<file path="config.mk">
export PLATFORM = sky130hd
export DESIGN_NAME = package_monitor
export DESIGN_NICKNAME = d
export VERILOG_FILES = /design/src/rtl/package_monitor.sv
export SDC_FILE = /design/constraint.sdc
export NUM_CORES = 1
export LEC_CHECK = 0
export BUFFER_PORTS_ARGS = -buffer_cell sky130_fd_sc_hd__buf_2
export CAP_MARGIN = 10
export CORE_UTILIZATION = 40
export CTS_CLUSTER_DIAMETER = 150
export CTS_CLUSTER_SIZE = 28
export DETAILED_ROUTE_END_ITERATION = 6
export REMOVE_ABC_BUFFERS = 1
export SYNTH_ARGS = -nofsm -noshare
export SYNTH_HDL_FRONTEND = slang
export SYNTH_SLANG_ARGS = --single-unit
</file>
<file path="constraint.sdc">
create_clock -name clk -period 6.15 [get_ports clk]
set_clock_uncertainty 0.05 [all_clocks]
set_input_delay 0.615 -clock clk [delete_from_list [all_inputs] [get_ports clk]]
set_output_delay 0.615 -clock clk [all_outputs]
set_load 0.05 [all_outputs]
</file>
<file path="src/rtl/package_monitor.sv">
// Package-stream integrity monitor: checks event/spill continuity, timestamp order and
// slot/crate identity on each accepted package header, with sticky flags and counters.
module package_monitor #(
    parameter int unsigned TOT_W = 32,
    parameter int unsigned ERR_W = 16
) (
    input  logic             clk,
    input  logic             rst,
    input  logic             get_package,
    input  logic [28:0]      r_timestamp,
    input  logic [9:0]       r_spillno,
    input  logic [4:0]       r_slotno,
    input  logic [4:0]       r_crateno,
    input  logic [15:0]      r_evtno,
    input  logic [4:0]       exp_slot,
    input  logic [4:0]       exp_crate,
    input  logic             clr,
    output logic             pkg_valid,
    output logic             evt_err,
    output logic             spill_err,
    output logic             ts_err,
    output logic             id_err,
    output logic             spill_change,
    output logic [3:0]       err_sticky,
    output logic [TOT_W-1:0] tot_count,
    output logic [ERR_W-1:0] err_count,
    output logic [ERR_W-1:0] spill_count,
    output logic [ERR_W-1:0] last_spill_count
);

    typedef enum logic [0:0] {StIdle, StTrack} state_e;

    localparam logic [TOT_W-1:0] TotOne = TOT_W'(1);
    localparam logic [ERR_W-1:0] ErrOne = ERR_W'(1);

    state_e            state_q, state_d;
    logic              get_q;
    logic              accept;
    logic [15:0]       last_evt_q, last_evt_d;
    logic [9:0]        last_spill_q, last_spill_d;
    logic [28:0]       last_ts_q, last_ts_d;
    logic              valid_q, valid_d;
    logic              evt_q, evt_d, spill_q, spill_d, ts_q, ts_d, id_q, id_d, chg_q, chg_d;
    logic [3:0]        sticky_q, sticky_d, sticky_base;
    logic [TOT_W-1:0]  tot_q, tot_d, tot_base;
    logic [ERR_W-1:0]  err_q, err_d, err_base;
    logic [ERR_W-1:0]  scnt_q, scnt_d, scnt_base;
    logic [ERR_W-1:0]  lscnt_q, lscnt_d;
    logic              from_idle;

    assign accept = get_package & ~get_q;

    always_comb begin
        state_d      = state_q;
        last_evt_d   = last_evt_q;
        last_spill_d = last_spill_q;
        last_ts_d    = last_ts_q;
        valid_d      = accept;
        evt_d        = 1'b0;
        spill_d      = 1'b0;
        ts_d         = 1'b0;
        id_d         = 1'b0;
        chg_d        = 1'b0;
        // A clear in the accepting cycle takes effect before the package is processed.
        tot_base     = clr ? '0 : tot_q;
        err_base     = clr ? '0 : err_q;
        scnt_base    = clr ? '0 : scnt_q;
        sticky_base  = clr ? 4'b0 : sticky_q;
        from_idle    = clr || (state_q == StIdle);
        tot_d        = tot_base;
        err_d        = err_base;
        scnt_d       = scnt_base;
        lscnt_d      = clr ? '0 : lscnt_q;
        sticky_d     = sticky_base;
        if (clr) begin
            state_d      = StIdle;
            last_evt_d   = '0;
            last_spill_d = '0;
            last_ts_d    = '0;
        end
        if (accept) begin
            id_d = (r_slotno != exp_slot) || (r_crateno != exp_crate);
            if (from_idle) begin
                scnt_d  = ErrOne;
                state_d = StTrack;
            end else if (r_spillno == last_spill_q) begin
                evt_d  = r_evtno != last_evt_q + 16'd1;
                ts_d   = r_timestamp <= last_ts_q;
                scnt_d = (scnt_base == '1) ? scnt_base : scnt_base + ErrOne;
            end else begin
                chg_d   = 1'b1;
                spill_d = r_spillno != last_spill_q + 10'd1;
                evt_d   = r_evtno != 16'd0;
                lscnt_d = scnt_base;
                scnt_d  = ErrOne;
            end
            last_evt_d   = r_evtno;
            last_spill_d = r_spillno;
            last_ts_d    = r_timestamp;
            tot_d        = (tot_base == '1) ? tot_base : tot_base + TotOne;
            if (evt_d || spill_d || ts_d || id_d) begin
                err_d = (err_base == '1) ? err_base : err_base + ErrOne;
            end
            sticky_d = sticky_base | {id_d, ts_d, spill_d, evt_d};
        end
    end

    always_ff @(posedge clk) begin
        if (rst) begin
            state_q      <= StIdle;
            get_q        <= 1'b0;
            last_evt_q   <= '0;
            last_spill_q <= '0;
            last_ts_q    <= '0;
            valid_q      <= 1'b0;
            evt_q        <= 1'b0;
            spill_q      <= 1'b0;
            ts_q         <= 1'b0;
            id_q         <= 1'b0;
            chg_q        <= 1'b0;
            sticky_q     <= '0;
            tot_q        <= '0;
            err_q        <= '0;
            scnt_q       <= '0;
            lscnt_q      <= '0;
        end else begin
            state_q      <= state_d;
            get_q        <= get_package;
            last_evt_q   <= last_evt_d;
            last_spill_q <= last_spill_d;
            last_ts_q    <= last_ts_d;
            valid_q      <= valid_d;
            evt_q        <= evt_d;
            spill_q      <= spill_d;
            ts_q         <= ts_d;
            id_q         <= id_d;
            chg_q        <= chg_d;
            sticky_q     <= sticky_d;
            tot_q        <= tot_d;
            err_q        <= err_d;
            scnt_q       <= scnt_d;
            lscnt_q      <= lscnt_d;
        end
    end

    assign pkg_valid        = valid_q;
    assign evt_err          = evt_q;
    assign spill_err        = spill_q;
    assign ts_err           = ts_q;
    assign id_err           = id_q;
    assign spill_change     = chg_q;
    assign err_sticky       = sticky_q;
    assign tot_count        = tot_q;
    assign err_count        = err_q;
    assign spill_count      = scnt_q;
    assign last_spill_count = lscnt_q;

endmodule
</file>
; ---- Word-level counts from Yosys, hierarchy flattened
; Index checks and enable logic that the tools add are counted.
[word_totals]
register_bits = 147
latchBits = 0
mem_bits_rw = 0
rom_bits = 0
output_inout_bits = 90
word_cells = 81
memories = 0
[op_classes]
addsub = 5
mul = 0
n_div = 0
n_lt_le_gt_ge = 1
eq_ne = 8
shifts = 0
n_mux = 37
bitwise_logic = 5
n_reduce_logical = 9
[ops]
columns = op, n
row1 = $mux W16, 15
row2 = $mux W32, 3
row3 = $mux W29, 2
row4 = $add A16 B1 Y16 const B, 3
row5 = $add A32 B1 Y32 const B, 1
row6 = $eq A16 B16 Y1 const B, 2
row7 = $eq A32 B32 Y1 const B, 1
row8 = $le A29 B29 Y1, 1
row9 = $mux W10, 2
row10 = $ne A16 B16 Y1, 1
row11 = $reduce_bool A16 Y1, 1
row12 = $mux W1, 13
row13 = $add A10 B1 Y10 const B, 1
row14 = $eq A10 B10 Y1, 1
row15 = $ne A10 B10 Y1, 1
row16 = $ne A5 B5 Y1, 2
row17 = $mux W4, 2
row18 = $logic_or A1 B1 Y1, 5
row19 = $or A4 B4 Y4, 1
row20 = $not A1 Y1, 3
row21 = $reduce_or A3 Y1, 1
row22 = $reduce_bool A2 Y1, 1
row23 = $reduce_or A2 Y1, 1
row24 = $and A1 B1 Y1, 1

; ---- Longest topological paths before layout
; Gate-level depths: netlist (run 1).
[logic_depth]
word_depth = 10
mapped_depth = 14

; ---- Worst setup path before layout (run 1)
; No wires, ideal clock.
[synth_path]
path_kind = in2reg
from = input port clr
to = register scnt_q[15] (netlist: spill_count[15])
setup_ns = 0.074
t_arrival_ns = 3.486
t_required_ns = 6.026
path_slack_ns = 2.540
stages = 14
path_buffers = 4
cell_sequence = clkbuf_1 > clkbuf_1 > clkbuf_1 > clkbuf_1 > nor2b_1 > ha_1 > nand2_1 > nor4b_1 > nand4_1 > nand4_1 > nor3_1 > nand4_1 > or4_1 > a31oi_1
[synth_between]
elab_chain_cells = 6
[synth_rtl]
columns = element, line
row1 = from (decl), 17  ; input logic clr,
row2 = $mux W16, 67  ; scnt_base = clr ? '0 : scnt_q;
row3 = $add A16 B1 Y16 or $eq A16 B16 Y1 (tied branches), 89  ; scnt_d = (scnt_base == '1) ? scnt_base : scnt_base + ErrOne;
row4 = $mux W16, 89
row5 = $mux W16, 86  ; end else if (r_spillno == last_spill_q) begin
row6 = $mux W16, 83  ; if (from_idle) begin
row7 = $mux W16 (*), 81  ; if (accept) begin
row8 = to (signal assigned), 141  ; scnt_q <= scnt_d;
row9 = to (decl), 47  ; logic [ERR_W-1:0] scnt_q, scnt_d, scnt_base;
; Every way passes the cells marked *; elsewhere a longest branch is shown, timed or not.
; A chain may end at the register's enable or synchronous reset.

; ---- Worst setup path in the final report (run 1)
[layout_path]
from = register last_spill_q[5]
to = register err_q[13] (netlist: err_count[13])
[layout_between]
elab_chain_cells = 10
[layout_rtl]
columns = element, line
row1 = from (decl), 40  ; logic [9:0] last_spill_q, last_spill_d;
row2 = from (signal assigned), 130  ; last_spill_q <= last_spill_d;
row3 = $add A10 B1 Y10, 92  ; spill_d = r_spillno != last_spill_q + 10'd1;
row4 = $ne A10 B10 Y1, 92
row5 = $mux W1, 86
row6 = $mux W1, 83
row7 = $mux W1, 81
row8 = $logic_or A1 B1 Y1, 101  ; if (evt_d || spill_d || ts_d || id_d) begin
row9 = $logic_or A1 B1 Y1 (*) (2 in a row), 101
row10 = $mux W16 (*), 101
row11 = $mux W16 (*), 81
row12 = to (signal assigned), 140  ; err_q <= err_d;
row13 = to (decl), 46  ; logic [ERR_W-1:0] err_q, err_d, err_base;
; Every way passes the cells marked *; elsewhere a longest branch is shown, timed or not. The select of a mux whose other input is x is not followed.

==> run_summary.xml, run 1 <==
<?xml version="1.0" encoding="UTF-8"?>
<metrics>
  <group name="placement">
    <metric name="dp_hpwl" unit="mm">14.5</metric>
    <metric name="io_buffer_count" unit="">168</metric>
    <metric name="place_congestion" unit="">0.855</metric>
    <metric name="place_worst_setup_slack" unit="ns">2.31</metric>
  </group>
  <group name="floorplanning">
    <metric name="top_level_ports" unit="">169</metric>
    <metric name="fp.coreArea" unit="sq um">19500</metric>
    <metric name="die-area" unit="sq um">20400</metric>
    <metric name="floorplan.rows" unit="">51</metric>
    <metric name="initial_core_utilization" unit="%">40.7</metric>
    <metric name="die_width" unit="microns">143</metric>
    <metric name="die_height" unit="microns">143</metric>
  </group>
  <group name="synthesis">
    <metric name="yosys_register_bits" unit="">147</metric>
    <metric name="netlist.area_leader.share" unit="%">37.1</metric>
    <metric name="synth.yosys.warnings" unit="">0</metric>
    <metric name="async_flop_share" unit="%">0</metric>
    <metric name="synth.cell_area" unit="sq um">7930</metric>
    <metric name="netlist-cell-type-count" unit="">65</metric>
    <metric name="synth_top_cell_by_area" unit="">sky130_fd_sc_hd__dfxtp_1</metric>
    <metric name="synthCells" unit="">932</metric>
    <metric name="synthTopCellsByArea" unit="">sky130_fd_sc_hd__dfxtp_1 (37%), sky130_fd_sc_hd__a22o_1 (6.1%), sky130_fd_sc_hd__ha_1 (5.4%)</metric>
    <metric name="seq_area_frac_synth" unit="%">37.1</metric>
    <metric name="syn_avg_cell_area" unit="sq um">8.51</metric>
    <metric name="synthFlopType" unit="">sky130_fd_sc_hd__dfxtp_1</metric>
    <metric name="synth_enable_flop_cells" unit="">0</metric>
  </group>
  <group name="clocking">
    <metric name="tritoncts" unit="">done</metric>
    <metric name="cts.hold.buffers_added" unit="">0</metric>
    <metric name="post_cts_repair_timing_setup_buffer_count" unit="">0</metric>
    <metric name="cts.path.max_buffers" unit="">2</metric>
    <metric name="cts_resized" unit="">0</metric>
    <metric name="htree_levels" unit="">4</metric>
    <metric name="tritoncts_buffer_count" unit="">17</metric>
    <metric name="clkLatencyLatePin" unit="ns">0.43</metric>
    <metric name="clock_sink_count" unit="">147</metric>
    <metric name="clk_pin_slew_worst_paths" unit="ns">0.07</metric>
    <metric name="cts-root-buf" unit="">sky130_fd_sc_hd__clkbuf_16</metric>
  </group>
  <group name="detailed_routing">
    <metric name="vias" unit="">7226</metric>
    <metric name="avgViaCountPerCell" unit="">5.32</metric>
    <metric name="drc_errors" unit="">0</metric>
    <metric name="wirelength" unit="mm">20.2</metric>
    <metric name="ant_nets" unit="">0</metric>
    <metric name="dr.pass1.iters" unit="">6</metric>
    <metric name="wire_per_inst" unit="microns">14.9</metric>
    <metric name="detail_route.iter0.violations" unit="">413</metric>
  </group>
  <group name="global_routing">
    <metric name="vias_in_the_first_global_route" unit="">6584</metric>
    <metric name="groute.usage.overall" unit="%">20.4</metric>
    <metric name="grt_antenna_before_repair" unit="">3</metric>
    <metric name="grt_pass1_wl" unit="mm">32.9</metric>
    <metric name="grt.overflow.total" unit="">0</metric>
    <metric name="grt_start_max_net_pins" unit="">58</metric>
  </group>
  <group name="layout">
    <metric name="multiInputGateArea" unit="sq um">4630</metric>
    <metric name="post_route_cells_drive_above_1_share" unit="%">21.0</metric>
    <metric name="layout.nets" unit="">1190</metric>
    <metric name="area.sequential" unit="sq um">2940</metric>
    <metric name="areaGrowthSynthToFinish" unit="%">20.5</metric>
    <metric name="fillerInstances" unit="">1904</metric>
  </group>
  <group name="setup_path">
    <metric name="regToRegSetupSlack" unit="ns">2.52</metric>
    <metric name="critical_path.endpoint_type" unit="">register</metric>
    <metric name="critPathKind" unit="">register to register</metric>
    <metric name="timing.critical_path.slowest_stage_cell" unit="">sky130_fd_sc_hd__a31oi_1</metric>
    <metric name="critical_path_sink" unit="">err_count[13]$_SDFF_PP0_</metric>
    <metric name="setup.worst_path.start_class" unit="">register</metric>
    <metric name="crit-reg2reg-launch" unit="">last_spill_q[5]$_SDFFE_PP0P_</metric>
    <metric name="critPathRequiredTime" unit="ns">6.45</metric>
    <metric name="r2r_end" unit="">err_count[13]$_SDFF_PP0_</metric>
    <metric name="crit_path_max_fanout" unit="">32</metric>
    <metric name="slowest_cell_delay_on_critical_path" unit="ns">0.56</metric>
    <metric name="crit_path_start" unit="">last_spill_q[5]$_SDFFE_PP0P_</metric>
    <metric name="chain_of_cells_forming_the_critical_path" unit="">xor2_1 -&gt; nor4_1 -&gt; and3_1 -&gt; nand2_1 -&gt; a31oi_1 -&gt; a211oi_4 -&gt; or4_1 -&gt; a21oi_1</metric>
    <metric name="worstPathArrival" unit="ns">3.93</metric>
    <metric name="ff2ff_path_depth" unit="">8</metric>
  </group>
  <group name="timing">
    <metric name="slew_violations" unit="">0</metric>
    <metric name="worst-slew-pin-transition" unit="ns">1.14</metric>
    <metric name="final_period_minus_worst_setup_slack" unit="ns">3.63</metric>
    <metric name="timing.final.crit_share" unit="%">59.0</metric>
    <metric name="setup_total_negative_slack" unit="ns">0</metric>
    <metric name="timing.final.ws_setup" unit="ns">2.52</metric>
    <metric name="maxSlewHeadroom" unit="%">23.9</metric>
    <metric name="timing.final.hold_violations" unit="">0</metric>
    <metric name="max_freq" unit="MHz">276</metric>
    <metric name="grt_setup_unrepaired" unit="">no</metric>
    <metric name="finalSetupViolCount" unit="">0</metric>
  </group>
  <group name="power_and_ir_drop">
    <metric name="netSwitchingPower" unit="W">0.000577</metric>
    <metric name="share_clk_of_total_power" unit="%">46.1</metric>
    <metric name="p_sw_share" unit="%">25.8</metric>
    <metric name="ir_worst_vdd" unit="V">0.000187</metric>
    <metric name="totalPowerFinal" unit="W">0.00224</metric>
    <metric name="cellInternalPower" unit="W">0.00166</metric>
    <metric name="static_leakage" unit="nW">3.91</metric>
    <metric name="comb_power_share" unit="%">9.5</metric>
    <metric name="p_seq_share" unit="%">44.4</metric>
    <metric name="pwr_density_cell" unit="nW/um^2">234</metric>
  </group>
  <group name="job">
    <metric name="maxCapViolCount" unit="">0</metric>
  </group>
  <group name="hold_path">
    <metric name="min_from" unit="">r_timestamp[7]</metric>
    <metric name="hold_path_depth" unit="">2</metric>
    <metric name="hp-class" unit="">input port to register</metric>
  </group>
  <group name="run_status">
    <metric name="run_status" unit="">completed</metric>
  </group>
</metrics>
[metal layers]
layer / wire length [microns] / track usage, %
met1: 9700 / 26.3
met3: 1270 / 5.97
met5: 10 / 0
met4: 277 / 6.34
met2: 8930 / 32.5
[Yosys cell counts, types with 6 or more instances]
library cell	n
sky130_fd_sc_hd__dfxtp_1	147
sky130_fd_sc_hd__nor2_1	85
sky130_fd_sc_hd__a21oi_1	58
sky130_fd_sc_hd__a22o_1	55
sky130_fd_sc_hd__nand2_1	49
sky130_fd_sc_hd__inv_1	44
sky130_fd_sc_hd__xor2_1	40
sky130_fd_sc_hd__clkbuf_1	36
sky130_fd_sc_hd__ha_1	34
sky130_fd_sc_hd__nand4_1	33
sky130_fd_sc_hd__nor2b_1	33
sky130_fd_sc_hd__nand3_1	31
sky130_fd_sc_hd__o21ai_0	28
sky130_fd_sc_hd__xnor2_1	28
sky130_fd_sc_hd__nand2b_1	20
sky130_fd_sc_hd__nor3b_1	18
sky130_fd_sc_hd__nor3_1	17
sky130_fd_sc_hd__nor4_1	17
sky130_fd_sc_hd__or3_1	16
sky130_fd_sc_hd__and3_1	11
sky130_fd_sc_hd__and4_1	9
sky130_fd_sc_hd__a31oi_1	8
sky130_fd_sc_hd__a21o_1	7
sky130_fd_sc_hd__nand3b_1	7
sky130_fd_sc_hd__o31ai_1	7
sky130_fd_sc_hd__and2_1	6
sky130_fd_sc_hd__or4_1	6
[power groups by stage]
stage	sequential, W	combinational (W)	clock [W]
2_1_floorplan	0.00102	0.000116	0
4_1_cts	0.000994	0.000216	0.00106
3_5_place_dp	0.00102	0.000215	0
5_1_grt	0.000998	0.000239	0.00110
3_3_place_gp	0.00102	0.000212	0
6_report	0.000995	0.000213	0.00103
[worst max-delay path: cells and delay by family, from the launching register on]
family / cells / cell delay [ns]
XOR/XNOR: 1 / 0.13
AND/OR/NAND/NOR: 4 / 1.92
AO/OA/AOI/OAI: 3 / 0.94
flip-flops: 1 / 0.48
[state kept, by name, indices dropped and copies added, names as in the netlist, 4 cells and up]
name	count
last_spill_count	16
last_evt_q	16
tot_count	32
spill_count	16
last_ts_q	29
last_spill_q	10
err_count	16
err_sticky	4
[logic make-up (layout without fill, tap and decap cells)]
group	Yosys count	after routing	synth area share, %
AOI/OAI and AO/OA	208	208	18.4
xor gates and xnor gates	68	68	7.51
adders and majority gates	34	34	5.37
buffers and inverters	93	251	4.81
DFF	147	147	37.1
muxes	4	4	0.505
other	0	2	0
and+or+nand+nor	378	378	26.3
[metrics by stage]
step                area, sq um  cells  utilization, %  hold WS (ns)
floorplan                  7710    883               -         0.392
global placement           8960   1323            46.1         0.381
detailed placement         8960   1323            46.1         0.385
CTS                        9550   1355            49.1         0.358
global route               9550   1355            49.1         0.363
finish                     9560   1357            49.1         0.376
[worst min-delay path by stage]
stage                                       endpoint
after floorplan           last_ts_q[10]$_SDFFE_PP0P_
after global placement      err_sticky[3]$_SDFF_PP0_
after detailed placement    err_sticky[1]$_SDFF_PP0_
after CTS                  last_ts_q[6]$_SDFFE_PP0P_
after global routing      last_ts_q[28]$_SDFFE_PP0P_
final                      last_ts_q[7]$_SDFFE_PP0P_
[layout make-up]
cell class | instances | share of cell area [%]
Clock buffer | 17 | 4.45
Inverter | 44 | 1.73
Tap cell | 265 | 3.47
Antenna cell | 2 | 0.0524
Multi-Input combinational cell | 692 | 48.5
Clock inverter | 15 | 1.69
Sequential cell | 147 | 30.8
Timing Repair Buffer | 175 | 9.35
[cell usage in the layout, fill, tap and decap left out, types with 6 or more instances in the layout]
cell type / synthesis / routed
sky130_fd_sc_hd__a21o_1: 7 / 7
sky130_fd_sc_hd__a21oi_1: 58 / 58
sky130_fd_sc_hd__a22o_1: 55 / 55
sky130_fd_sc_hd__a31oi_1: 8 / 8
sky130_fd_sc_hd__and2_1: 6 / 6
sky130_fd_sc_hd__and3_1: 11 / 11
sky130_fd_sc_hd__and4_1: 9 / 9
sky130_fd_sc_hd__buf_2: 2 / 168
sky130_fd_sc_hd__buf_4: 2 / 7
sky130_fd_sc_hd__clkbuf_16: 0 / 17
sky130_fd_sc_hd__clkinv_4: 0 / 6
sky130_fd_sc_hd__dfxtp_1: 147 / 147
sky130_fd_sc_hd__ha_1: 34 / 34
sky130_fd_sc_hd__inv_1: 44 / 44
sky130_fd_sc_hd__nand2_1: 49 / 49
sky130_fd_sc_hd__nand2b_1: 20 / 20
sky130_fd_sc_hd__nand3_1: 31 / 31
sky130_fd_sc_hd__nand3b_1: 7 / 7
sky130_fd_sc_hd__nand4_1: 33 / 33
sky130_fd_sc_hd__nor2_1: 85 / 84
sky130_fd_sc_hd__nor2b_1: 33 / 32
sky130_fd_sc_hd__nor3_1: 17 / 16
sky130_fd_sc_hd__nor3b_1: 18 / 18
sky130_fd_sc_hd__nor4_1: 17 / 17
sky130_fd_sc_hd__o21ai_0: 28 / 28
sky130_fd_sc_hd__o31ai_1: 7 / 7
sky130_fd_sc_hd__or3_1: 16 / 16
sky130_fd_sc_hd__or4_1: 6 / 6
sky130_fd_sc_hd__xnor2_1: 28 / 28
sky130_fd_sc_hd__xor2_1: 40 / 40
Note: power is estimated with default switching activity, not from simulation.
==> run 2: changes to the inputs <==
==> constraint.sdc (replaced) <==
create_clock -name clk -period 3 [get_ports clk]
set_clock_uncertainty 0.05 [all_clocks]
set_input_delay 0.3 -clock clk [delete_from_list [all_inputs] [get_ports clk]]
set_output_delay 0.3 -clock clk [all_outputs]
set_load 0.05 [all_outputs]
==> run 2 against run 1 <==
Routed wire length is 5.6% higher; final cell count up 4.8%; non-clock buffer count is 64 higher; critical endpoint is now err_count[14]$_SDFF_PP0_.
==> run_summary.xml, run 2 (synthesis gave the netlist of run 1 again) <==
<?xml version="1.0" encoding="UTF-8"?>
<metrics>
  <group name="global_routing">
    <metric name="grt.overflow.total" unit="">0</metric>
    <metric name="grt_pass1_wl" unit="mm">34.6</metric>
    <metric name="vias_in_the_first_global_route" unit="">6965</metric>
    <metric name="grt_antenna_before_repair" unit="">3</metric>
    <metric name="groute.usage.overall" unit="%">21.4</metric>
    <metric name="grt_start_max_net_pins" unit="">57</metric>
  </group>
  <group name="power_and_ir_drop">
    <metric name="pwr_density_cell" unit="nW/um^2">462</metric>
    <metric name="netSwitchingPower" unit="W">0.00124</metric>
    <metric name="share_clk_of_total_power" unit="%">46.0</metric>
    <metric name="p_seq_share" unit="%">43.0</metric>
    <metric name="static_leakage" unit="nW">4.27</metric>
    <metric name="cellInternalPower" unit="W">0.00347</metric>
    <metric name="p_sw_share" unit="%">26.3</metric>
    <metric name="comb_power_share" unit="%">11.0</metric>
    <metric name="ir_worst_vdd" unit="V">0.000392</metric>
  </group>
  <group name="layout">
    <metric name="layout_commonest_cell" unit="">sky130_fd_sc_hd__buf_2</metric>
    <metric name="most-common-layout-cells" unit="">sky130_fd_sc_hd__buf_2 (168), sky130_fd_sc_hd__dfxtp_1 (147), sky130_fd_sc_hd__nor2_1 (84)</metric>
    <metric name="fillerInstances" unit="">1847</metric>
    <metric name="areaGrowthSynthToFinish" unit="%">28.4</metric>
    <metric name="final_standard_cell_utilization_of_the_core" unit="%">52.3</metric>
    <metric name="largest_register_ffs" unit="">32</metric>
    <metric name="post_route_cells_drive_above_1_share" unit="%">25.9</metric>
    <metric name="layout.nets" unit="">1256</metric>
  </group>
  <group name="clocking">
    <metric name="clk_pin_slew_worst_paths" unit="ns">0.06</metric>
    <metric name="tritoncts_buffer_count" unit="">17</metric>
    <metric name="clkLatencyLatePin" unit="ns">0.42</metric>
    <metric name="tritoncts" unit="">done</metric>
    <metric name="clock_sink_count" unit="">147</metric>
    <metric name="cts-root-buf" unit="">sky130_fd_sc_hd__clkbuf_16</metric>
    <metric name="cts.path.max_buffers" unit="">2</metric>
    <metric name="htree_levels" unit="">4</metric>
  </group>
  <group name="setup_path">
    <metric name="critical_path.endpoint_type" unit="">register</metric>
    <metric name="timing.critical_path.slowest_stage_cell" unit="">sky130_fd_sc_hd__or4_1</metric>
    <metric name="chain_of_cells_forming_the_critical_path" unit="">buf_4 -&gt; nand4_1 -&gt; or4_1 -&gt; a31o_1 -&gt; nor4b_1 -&gt; a2bb2oi_2 -&gt; buf_4 -&gt; a211oi_4 -&gt; buf_12 -&gt; buf_4 -&gt; or3_1 -&gt; a21oi_2</metric>
    <metric name="critPathKind" unit="">register to register</metric>
    <metric name="cpMostUsedCell" unit="">sky130_fd_sc_hd__buf_4</metric>
    <metric name="critPathRequiredTime" unit="ns">3.31</metric>
    <metric name="worstPathArrival" unit="ns">3.19</metric>
    <metric name="crit_path_max_fanout" unit="">5</metric>
    <metric name="setup.worst_path.start_class" unit="">register</metric>
    <metric name="slowest_cell_delay_on_critical_path" unit="ns">0.50</metric>
  </group>
  <group name="run_status">
    <metric name="run_status" unit="">completed</metric>
  </group>
  <group name="floorplanning">
    <metric name="die-area" unit="sq um">20400</metric>
    <metric name="initial_core_utilization" unit="%">40.7</metric>
    <metric name="fp.coreArea" unit="sq um">19500</metric>
    <metric name="die_height" unit="microns">143</metric>
    <metric name="floorplan.rows" unit="">51</metric>
    <metric name="die_width" unit="microns">143</metric>
    <metric name="top_level_ports" unit="">169</metric>
  </group>
  <group name="timing">
    <metric name="timing.final.hold_violations" unit="">0</metric>
    <metric name="final_period_minus_worst_setup_slack" unit="ns">2.88</metric>
    <metric name="final.hold.worst_slack" unit="ns">0.0625</metric>
    <metric name="slew_violations" unit="">0</metric>
    <metric name="worst-slew-pin-transition" unit="ns">0.572</metric>
    <metric name="finalSetupViolCount" unit="">0</metric>
    <metric name="max_freq" unit="MHz">347</metric>
    <metric name="setup_total_negative_slack" unit="ns">0</metric>
    <metric name="timing.final.crit_share" unit="%">96.0</metric>
    <metric name="maxSlewHeadroom" unit="%">61.8</metric>
    <metric name="timing.final.ws_setup" unit="ns">0.119</metric>
  </group>
  <group name="placement">
    <metric name="io_buffer_count" unit="">168</metric>
    <metric name="dp_hpwl" unit="mm">15.6</metric>
    <metric name="place_worst_setup_slack" unit="ns">-0.156</metric>
    <metric name="place_congestion" unit="">0.824</metric>
  </group>
  <group name="job">
    <metric name="maxCapViolCount" unit="">0</metric>
  </group>
  <group name="detailed_routing">
    <metric name="dr.pass1.iters" unit="">5</metric>
    <metric name="ant_nets" unit="">0</metric>
    <metric name="avgViaCountPerCell" unit="">5.33</metric>
    <metric name="vias" unit="">7586</metric>
    <metric name="drc_errors" unit="">0</metric>
    <metric name="wire_per_inst" unit="microns">15.0</metric>
    <metric name="wirelength" unit="mm">21.3</metric>
    <metric name="detail_route.iter0.violations" unit="">342</metric>
  </group>
  <group name="hold_path">
    <metric name="hp-class" unit="">input port to register</metric>
  </group>
</metrics>
-- run 2: cell types whose count changed in the layout (fill, tap and decap cells not counted), moves of 2 or more --
cell	before	now
sky130_fd_sc_hd__buf_4	7	66
sky130_fd_sc_hd__buf_12	0	5
sky130_fd_sc_hd__inv_6	1	4
sky130_fd_sc_hd__a211oi_2	0	2
sky130_fd_sc_hd__clkinv_2	2	0
sky130_fd_sc_hd__clkinvlp_4	4	2
sky130_fd_sc_hd__o21ai_0	28	26
sky130_fd_sc_hd__o21ai_1	3	5
-- run 2: path summary, 6_finish.rpt --
path,from,to,slack [ns],cells after the start
hold reg to reg,err_sticky[1]$_SDFF_PP0_,err_sticky[1]$_SDFF_PP0_,0.40,1
setup reg to reg,last_spill_q[2]$_SDFFE_PP0P_,err_count[14]$_SDFF_PP0_,0.12,12
setup / recovery,last_spill_q[2]$_SDFFE_PP0P_,err_count[14]$_SDFF_PP0_,0.12,12
hold / removal,r_timestamp[13],last_ts_q[13]$_SDFFE_PP0P_,0.06,2
-- run 2: cell type report --
| type | instances | area [sq um] | share of cell area, % |
|---|---|---|---|
| well taps | 265 | 332 | 3.26 |
| inverters | 44 | 165 | 1.62 |
| clock inverters | 15 | 174 | 1.71 |
| multi-input cells | 694 | 4700 | 46.2 |
| diodes | 1 | 2.50 | 0.0246 |
| flip-flops and latches | 147 | 2940 | 28.9 |
| repair buffers | 239 | 1440 | 14.1 |
| clock buffers | 17 | 425 | 4.18 |
-- run 2: worst max-delay path: cells and delay by family (launching register included) --
kind / cells / cell delay (ns)
flops: 1 / 0.42
simple gates: 4 / 1.18
compound gates: 4 / 0.56
buf+inv: 4 / 0.62
-- run 2: layer usage --
| layer | GRT usage [%] | up-vias | wire [microns] | share of wire (%) |
|---|---|---|---|---|
| met1 | 27.7 | 3539 | 9950 | 47 |
| li1 | - | 3814 | - | - |
| met4 | 7.98 | 2 | 392 | 1.8 |
| met5 | 0 | - | 13 | 0.061 |
| met2 | 34.9 | 201 | 9720 | 46 |
| met3 | 4.80 | 30 | 1240 | 5.8 |
-- run 2: repair_timing --
item                                    CTS  global route
gates cloned                              2             0
buffers inserted                          1             4
pin swaps                                 2             3
hold endpoints to repair                  0             0
hold buffers                              0             0
resized for setup                         3             6
endpoints found under the setup margin   14            16
-- run 2: per-stage QoR --
step / cell area [sq um] / instances / power, W
detailed placement: 9460 / 1382 / 0.00257
CTS: 10100 / 1417 / 0.00475
floorplan: 7710 / 883 / 0.00233
finish: 10200 / 1422 / 0.00470
global route: 10200 / 1421 / 0.00489
global placement: 9460 / 1382 / 0.00257
-- run 2: power by group through the flow --
stage	combinational, W	clock (W)	sequential, W
2_1_floorplan	0.000237	0	0.00210
3_3_place_gp	0.000502	0	0.00207
3_5_place_dp	0.000506	0	0.00207
4_1_cts	0.000512	0.00221	0.00202
5_1_grt	0.000572	0.00229	0.00203
6_report	0.000516	0.00216	0.00202
